$ cat src/rtl/uart_tx_arbiter_if.sv
// Requester-side and UART-side signals of the shared UART transmit arbiter.
// master = requesters plus UART model, slave = the arbiter.
interface uart_tx_arbiter_if #(
  parameter int NREQ = 4
);
  localparam int OW = (NREQ > 1) ? $clog2(NREQ) : 1;

  logic [NREQ-1:0]   req;
  logic [8*NREQ-1:0] req_data;
  logic [2*NREQ-1:0] req_baud;
  logic [NREQ-1:0]   ack;
  logic [NREQ-1:0]   nak;
  logic              busy;
  logic [OW-1:0]     owner;

  logic [7:0]        uart_din;
  logic              uart_run;
  logic              uart_s1;
  logic              uart_s0;
  logic              uart_done;
  logic              uart_err;

  modport master (
    output req, req_data, req_baud, uart_done, uart_err,
    input  ack, nak, busy, owner, uart_din, uart_run, uart_s1, uart_s0
  );

  modport slave (
    input  req, req_data, req_baud, uart_done, uart_err,
    output ack, nak, busy, owner, uart_din, uart_run, uart_s1, uart_s0
  );
endinterface

$ cat src/rtl/uart_tx_arbiter.sv
// Round-robin arbiter sharing one UART transmitter among NREQ requesters; grant to uart_run is 1+SETUP_CYCLES.
// Requesters hold req until their ack/nak pulse; SETUP_CYCLES must be at least 1.
module uart_tx_arbiter #(
  parameter int NREQ           = 4,
  parameter int SETUP_CYCLES   = 2,
  parameter int TIMEOUT_CYCLES = 4096
) (
  input  logic              clk_in,
  input  logic              rst_n,
  uart_tx_arbiter_if.slave  bus
);

  localparam int OW  = (NREQ > 1) ? $clog2(NREQ) : 1;
  localparam int OW1 = OW + 1;
  localparam int SW  = (SETUP_CYCLES > 1) ? $clog2(SETUP_CYCLES) : 1;
  localparam int TW  = (TIMEOUT_CYCLES > 1) ? $clog2(TIMEOUT_CYCLES) : 1;

  typedef enum logic [2:0] {
    S_IDLE,
    S_SETUP,
    S_LAUNCH,
    S_WAIT,
    S_FINISH
  } state_t;

  state_t          state;
  state_t          state_nxt;

  logic [OW-1:0]   owner_q;
  logic [OW-1:0]   last_grant_q;
  logic [7:0]      din_q;
  logic [1:0]      baud_q;
  logic [SW-1:0]   setup_cnt;
  logic [TW-1:0]   wait_cnt;
  logic            ok_q;
  logic            ok_nxt;

  logic            grant_vld;
  logic [OW-1:0]   grant_idx;
  logic [OW1-1:0]  cand_sum;
  logic [OW-1:0]   cand;
  logic [7:0]      sel_data;
  logic [1:0]      sel_baud;
  logic [NREQ-1:0] owner_onehot;

  logic [NREQ-1:0] ack_c;
  logic [NREQ-1:0] nak_c;
  logic            run_c;
  logic            busy_c;
  logic            grant_c;

  // Search starts just past the last winner so every requester is served within NREQ grants.
  always_comb begin
    grant_vld = 1'b0;
    grant_idx = '0;
    cand_sum  = '0;
    cand      = '0;
    for (int k = 1; k <= NREQ; k++) begin
      cand_sum = {1'b0, last_grant_q} + OW1'(k);
      if (cand_sum >= OW1'(NREQ)) begin
        cand_sum = cand_sum - OW1'(NREQ);
      end
      cand = cand_sum[OW-1:0];
      if (!grant_vld && bus.req[cand]) begin
        grant_vld = 1'b1;
        grant_idx = cand;
      end
    end
  end

  always_comb begin
    sel_data = '0;
    sel_baud = '0;
    for (int i = 0; i < NREQ; i++) begin
      if (grant_idx == OW'(i)) begin
        sel_data = bus.req_data[i*8 +: 8];
        sel_baud = bus.req_baud[i*2 +: 2];
      end
    end
  end

  always_comb begin
    owner_onehot          = '0;
    owner_onehot[owner_q] = 1'b1;
  end

  always_ff @(posedge clk_in) begin
    if (!rst_n) begin
      state <= S_IDLE;
      ok_q  <= 1'b0;
    end else begin
      state <= state_nxt;
      ok_q  <= ok_nxt;
    end
  end

  // Transfer context is captured only at grant, so later req_data/req_baud edits cannot leak in.
  always_ff @(posedge clk_in) begin
    if (!rst_n) begin
      owner_q      <= '0;
      last_grant_q <= OW'(NREQ - 1);
      din_q        <= '0;
      baud_q       <= '0;
      setup_cnt    <= '0;
      wait_cnt     <= '0;
    end else begin
      if (grant_c) begin
        owner_q <= grant_idx;
        din_q   <= sel_data;
        baud_q  <= sel_baud;
      end
      if (state == S_SETUP) begin
        setup_cnt <= setup_cnt + 1'b1;
      end else begin
        setup_cnt <= '0;
      end
      if (state == S_WAIT) begin
        wait_cnt <= wait_cnt + 1'b1;
      end else begin
        wait_cnt <= '0;
      end
      if (state == S_FINISH) begin
        last_grant_q <= owner_q;
      end
    end
  end

  always_comb begin
    state_nxt = state;
    ok_nxt    = ok_q;
    grant_c   = 1'b0;
    run_c     = 1'b0;
    busy_c    = 1'b1;
    ack_c     = '0;
    nak_c     = '0;
    case (state)
      S_IDLE: begin
        busy_c = 1'b0;
        if (grant_vld) begin
          grant_c   = 1'b1;
          state_nxt = S_SETUP;
        end
      end
      S_SETUP: begin
        if (setup_cnt == SW'(SETUP_CYCLES - 1)) begin
          state_nxt = S_LAUNCH;
        end
      end
      S_LAUNCH: begin
        run_c     = 1'b1;
        state_nxt = S_WAIT;
      end
      S_WAIT: begin
        // An error wins over a simultaneous done.
        if (bus.uart_err) begin
          ok_nxt    = 1'b0;
          state_nxt = S_FINISH;
        end else if (bus.uart_done) begin
          ok_nxt    = 1'b1;
          state_nxt = S_FINISH;
        end else if (wait_cnt == TW'(TIMEOUT_CYCLES - 1)) begin
          ok_nxt    = 1'b0;
          state_nxt = S_FINISH;
        end
      end
      S_FINISH: begin
        if (ok_q) begin
          ack_c = owner_onehot;
        end else begin
          nak_c = owner_onehot;
        end
        state_nxt = S_IDLE;
      end
      default: begin
        state_nxt = S_IDLE;
      end
    endcase
  end

  assign bus.ack      = ack_c;
  assign bus.nak      = nak_c;
  assign bus.busy     = busy_c;
  assign bus.owner    = owner_q;
  assign bus.uart_din = din_q;
  assign bus.uart_run = run_c;
  assign bus.uart_s1  = baud_q[1];
  assign bus.uart_s0  = baud_q[0];

endmodule

$ cat src/flat_wrapper.sv
// flat-port wrapper written by rule: the top's interface ports become plain ports
module uart_tx_arbiter_flat 
#(
  parameter int NREQ           = 4,
  parameter int SETUP_CYCLES   = 2,
  parameter int TIMEOUT_CYCLES = 4096
)
  (clk_in, rst_n, bus_req, bus_req_data, bus_req_baud, bus_uart_done, bus_uart_err, bus_ack, bus_nak, bus_busy, bus_owner, bus_uart_din, bus_uart_run, bus_uart_s1, bus_uart_s0);
  uart_tx_arbiter_if #(.NREQ(NREQ)) bus_i ();
  input  logic clk_in;
  input  logic rst_n;
  input wire logic [$bits(bus_i.req)-1:0] bus_req;
  input wire logic [$bits(bus_i.req_data)-1:0] bus_req_data;
  input wire logic [$bits(bus_i.req_baud)-1:0] bus_req_baud;
  input wire logic [$bits(bus_i.uart_done)-1:0] bus_uart_done;
  input wire logic [$bits(bus_i.uart_err)-1:0] bus_uart_err;
  output wire logic [$bits(bus_i.ack)-1:0] bus_ack;
  output wire logic [$bits(bus_i.nak)-1:0] bus_nak;
  output wire logic [$bits(bus_i.busy)-1:0] bus_busy;
  output wire logic [$bits(bus_i.owner)-1:0] bus_owner;
  output wire logic [$bits(bus_i.uart_din)-1:0] bus_uart_din;
  output wire logic [$bits(bus_i.uart_run)-1:0] bus_uart_run;
  output wire logic [$bits(bus_i.uart_s1)-1:0] bus_uart_s1;
  output wire logic [$bits(bus_i.uart_s0)-1:0] bus_uart_s0;
  assign bus_i.req = bus_req;
  assign bus_i.req_data = bus_req_data;
  assign bus_i.req_baud = bus_req_baud;
  assign bus_i.uart_done = bus_uart_done;
  assign bus_i.uart_err = bus_uart_err;
  assign bus_ack = bus_i.ack;
  assign bus_nak = bus_i.nak;
  assign bus_busy = bus_i.busy;
  assign bus_owner = bus_i.owner;
  assign bus_uart_din = bus_i.uart_din;
  assign bus_uart_run = bus_i.uart_run;
  assign bus_uart_s1 = bus_i.uart_s1;
  assign bus_uart_s0 = bus_i.uart_s0;
  uart_tx_arbiter #(.NREQ(NREQ), .SETUP_CYCLES(SETUP_CYCLES), .TIMEOUT_CYCLES(TIMEOUT_CYCLES)) u_core (.clk_in(clk_in), .rst_n(rst_n), .bus(bus_i));
endmodule
$ cat config.mk
export PLATFORM = sky130hd
export DESIGN_NAME = uart_tx_arbiter_flat
export DESIGN_NICKNAME = d
export VERILOG_FILES = /design/src/rtl/uart_tx_arbiter_if.sv /design/src/rtl/uart_tx_arbiter.sv /design/src/flat_wrapper.sv
export SDC_FILE = /design/constraint.sdc
export NUM_CORES = 1
export LEC_CHECK = 0
export BUFFER_PORTS_ARGS = -buffer_cell sky130_fd_sc_hd__buf_2
export CAP_MARGIN = 25
export CORE_MARGIN = 3
export CORE_UTILIZATION = 31
export DETAILED_ROUTE_END_ITERATION = 10
export PLACE_DENSITY = 0.62
export RECOVER_POWER = 100
export SETUP_SLACK_MARGIN = 0.1
export SLEW_MARGIN = 20
export SYNTH_ARGS = -nofsm -noshare
export SYNTH_HDL_FRONTEND = slang
export SYNTH_SLANG_ARGS = --single-unit
export TNS_END_PERCENT = 1
$ cat constraint.sdc
create_clock -name clk_in -period 1.8 [get_ports clk_in]
set_input_delay 0 -clock clk_in [delete_from_list [all_inputs] [get_ports clk_in]]
set_output_delay 0 -clock clk_in [all_outputs]
set_load 0.02 [all_outputs]
==> impl_metrics.py <==
metrics = {
    "status": {
        "status": "complete, no violations",
    },
    "cts": {
        "ctsRootBufferMaster": "clkbuf_8",
        "htree_levels": 2,
        "clkLatencyLatePin_ns": 0.27,
        "cts_buffer_depth": 2,
        "clk_pin_slew_ns": 0.06,
        "post-cts-setup-buffer-count": 0,
        "cts_tree": "built",
        "cts_made_buffers": 5,
        "cts_num_sinks": 31,
    },
    "grt": {
        "antenna_found_initial": 0,
        "grt_remaining_overflow": 0,
        "grt_pass1_wl_um": 6306,
        "grt_pass1_vias": 1397,
        "grt_max_degree": 20,
        "track_usage_pct": 12.48,
    },
    "logic_synthesis": {
        "avgSynthCellArea_um2": 9.630,
        "synth_area_leader_cell": "dfxtp_1",
        "synth_edf_count": 0,
        "synth_common_cells": "31 x dfxtp_1, 23 x nor2_1, 21 x mux2i_1, 21 x nand2_1, 10 x o221ai_2",
        "synth_flop_cell": "dfxtp_1",
        "ys_warn_count": 0,
        "synth_cell_types": 43,
        "synthCells": 178,
        "netlist_area_um2": 1714,
        "yosysMostFrequentCell": "dfxtp_1",
        "ys_ff_latch": 31,
        "synth-seq-area-share_pct": 36.20,
        "synthDominantCellAreaShare_pct": 36.20,
        "ys_async_sr_fraction_pct": 0,
        "synth_nets": 227,
        "synthTopCellsByArea": "dfxtp_1 36%, mux2i_1 12%, o221ai_2 8.8%",
    },
    "sta": {
        "timing.final.ws_setup_ns": 0.1896,
        "fin_tns_setup_ns": 0,
        "finalCriticalPeriod_ns": 1.610,
        "clock_skew_ns": 0.003809,
        "max_slew_margin_pct": 52.56,
        "setup_viol": 0,
        "worst_pin_slew_ns": 0.7101,
        "rsz0062_at_grt": "yes",
        "post-route-period-util_pct": 89.47,
        "hold_violations": 0,
        "maxSlewViolCount": 0,
        "fmax_ghz": 0.6210,
    },
    "setup_path": {
        "cpMaxStageDelayCell": "a211oi_2",
        "ff2ff_setup_slack_ns": 0.19,
        "worst-path-max-fanout": 4,
        "path_delay_family": "compound AO/OA/AOI/OAI gates",
        "cpMostUsedCell": "and3_1",
        "arrival_ns": 1.82,
        "path_cells": "ha_1, and3_1, and3_1, a211oi_2, o21ai_0, a21oi_1",
        "cp-start-kind": "register",
        "critPathCaptureType": "register",
        "cpPeakStageDelay_ns": 0.34,
        "required_ns": 2.01,
        "worstSetupPathType": "reg2reg",
        "crit_buf_inv": 0,
    },
    "detailed_routing": {
        "ant_nets": 0,
        "wl_um": 3967,
        "routed_via_density": 4.612,
        "first_iter_violations": 76,
        "routedWlPerCell_um": 12.32,
        "num_vias": 1485,
        "dr.pass1.iters": 4,
        "drc": 0,
    },
    "floorplan": {
        "die_h_um": 80.36,
        "dieArea_um2": 6458,
        "pin_count": 70,
        "initial_core_util_pct": 32.73,
        "fp-row-count": 26,
        "core_um2": 5238,
        "die_w_um": 80.36,
    },
    "hold_path": {
        "hp-class": "in2reg",
    },
    "final_layout": {
        "syn_to_final_growth_pct": 25.04,
        "diodes": 0,
        "drive_above_1_share_pct": 28.97,
        "num-nets-final": 302,
        "fillers": 535,
    },
    "placed_design": {
        "place_ws_ns": 0.08008,
        "portBuffers": 69,
        "dp_hpwl_um": 3056,
        "place.gp.congestion": 0.6966,
    },
    "flow_run": {
        "cap_violations": 0,
    },
    "power": {
        "leakagePower_nw": 0.9808,
        "peakVddDrop_uv": 328.1,
        "p_per_area_nw_per_um2": 711.8,
    },
}
through the flow:
step           utilization (%)  std cells  area, µm²  total power [mW]  hold slack (ns)
6_report                 40.92        322       2143             1.526         0.007990
5_1_grt                  40.92        322       2143             1.615          0.02072
4_1_cts                  42.59        322       2231             1.578         0.001333
3_5_place_dp             40.99        315       2147             1.084           0.2692
3_3_place_gp             40.99        315       2147             1.081           0.2604
2_1_floorplan                -        178       1714            0.9632           0.1287
metal layers:
metal,track usage (%),share of wire (%)
met1,16.46,50
met2,19.37,44
met3,4.709,6.0
met4,2.534,0.40
met5,0,0
report_power, final:
part / internal [mW] / total, mW / switching, mW
Sequential: 0.721 / 0.748 / 0.0266
Clock: 0.257 / 0.488 / 0.231
Combinational: 0.129 / 0.290 / 0.161
Total: 1.11 / 1.53 / 0.419
final timing paths:
check / cells past startpoint / end / start
setup / recovery: 6 / u_core.state[1] / u_core.wait_cnt[0]
hold reg to reg: 1 / u_core.setup_cnt / u_core.setup_cnt
hold / removal: 3 / u_core.state[2] / bus_uart_done
setup reg to reg: 6 / u_core.state[1] / u_core.wait_cnt[0]
flip-flops by register name, summed over array words and instances (netlist names):
name,count
u_core.baud_q,2
u_core.bus.owner,2
u_core.bus.uart_din,8
u_core.last_grant_q,2
u_core.ok_q,1
u_core.setup_cnt,1
u_core.state,3
u_core.wait_cnt,12
layout by cell type, fill, tap and decap left out, drive strengths merged, types with 3 or more instances in the layout:
master / instances
a21oi: 3
and3: 4
buf: 53
clkbuf: 27
dfxtp: 31
inv: 5
mux2i: 21
nand2: 21
nand2b: 4
nand3: 8
nand3b: 3
nor2: 24
o21ai: 4
o221ai: 10
xnor2: 3
xor2: 7
timing repair:
item,in CTS,in global routing
hold buffers,1,0
endpoints found under the setup margin,5,4
pin swaps,0,0
hold endpoints to repair,1,0
resized for setup,1,1
tightest hold or removal path: stages:
cell	delay, ns
buf_2	0.10
a211oi_2	0.06
nor2_1	0.08
cell type report:
cell class / instances / area, µm² / share of cell area, %
clock buffer: 6 / 72.57 / 3.386
sequential: 31 / 621.8 / 29.01
multi-input combinational: 135 / 964.7 / 45.01
timing repair buffer: 75 / 377.9 / 17.63
tap: 70 / 87.58 / 4.086
inverter: 5 / 18.77 / 0.8757
logic make-up (layout without fill, tap and decap cells):
group	after synthesis	after routing	synth area share, %
AO/OA/AOI/OAI	26	26	16.86
XOR/XNOR	10	10	5.110
buffers and inverters	12	86	4.015
flip-flops	31	31	36.20
AND/OR/NAND/NOR	77	77	24.82
multiplexers	21	21	12.26
adder cells (fa/ha/maj)	1	1	0.7298
(Power assumes the default switching activity.)
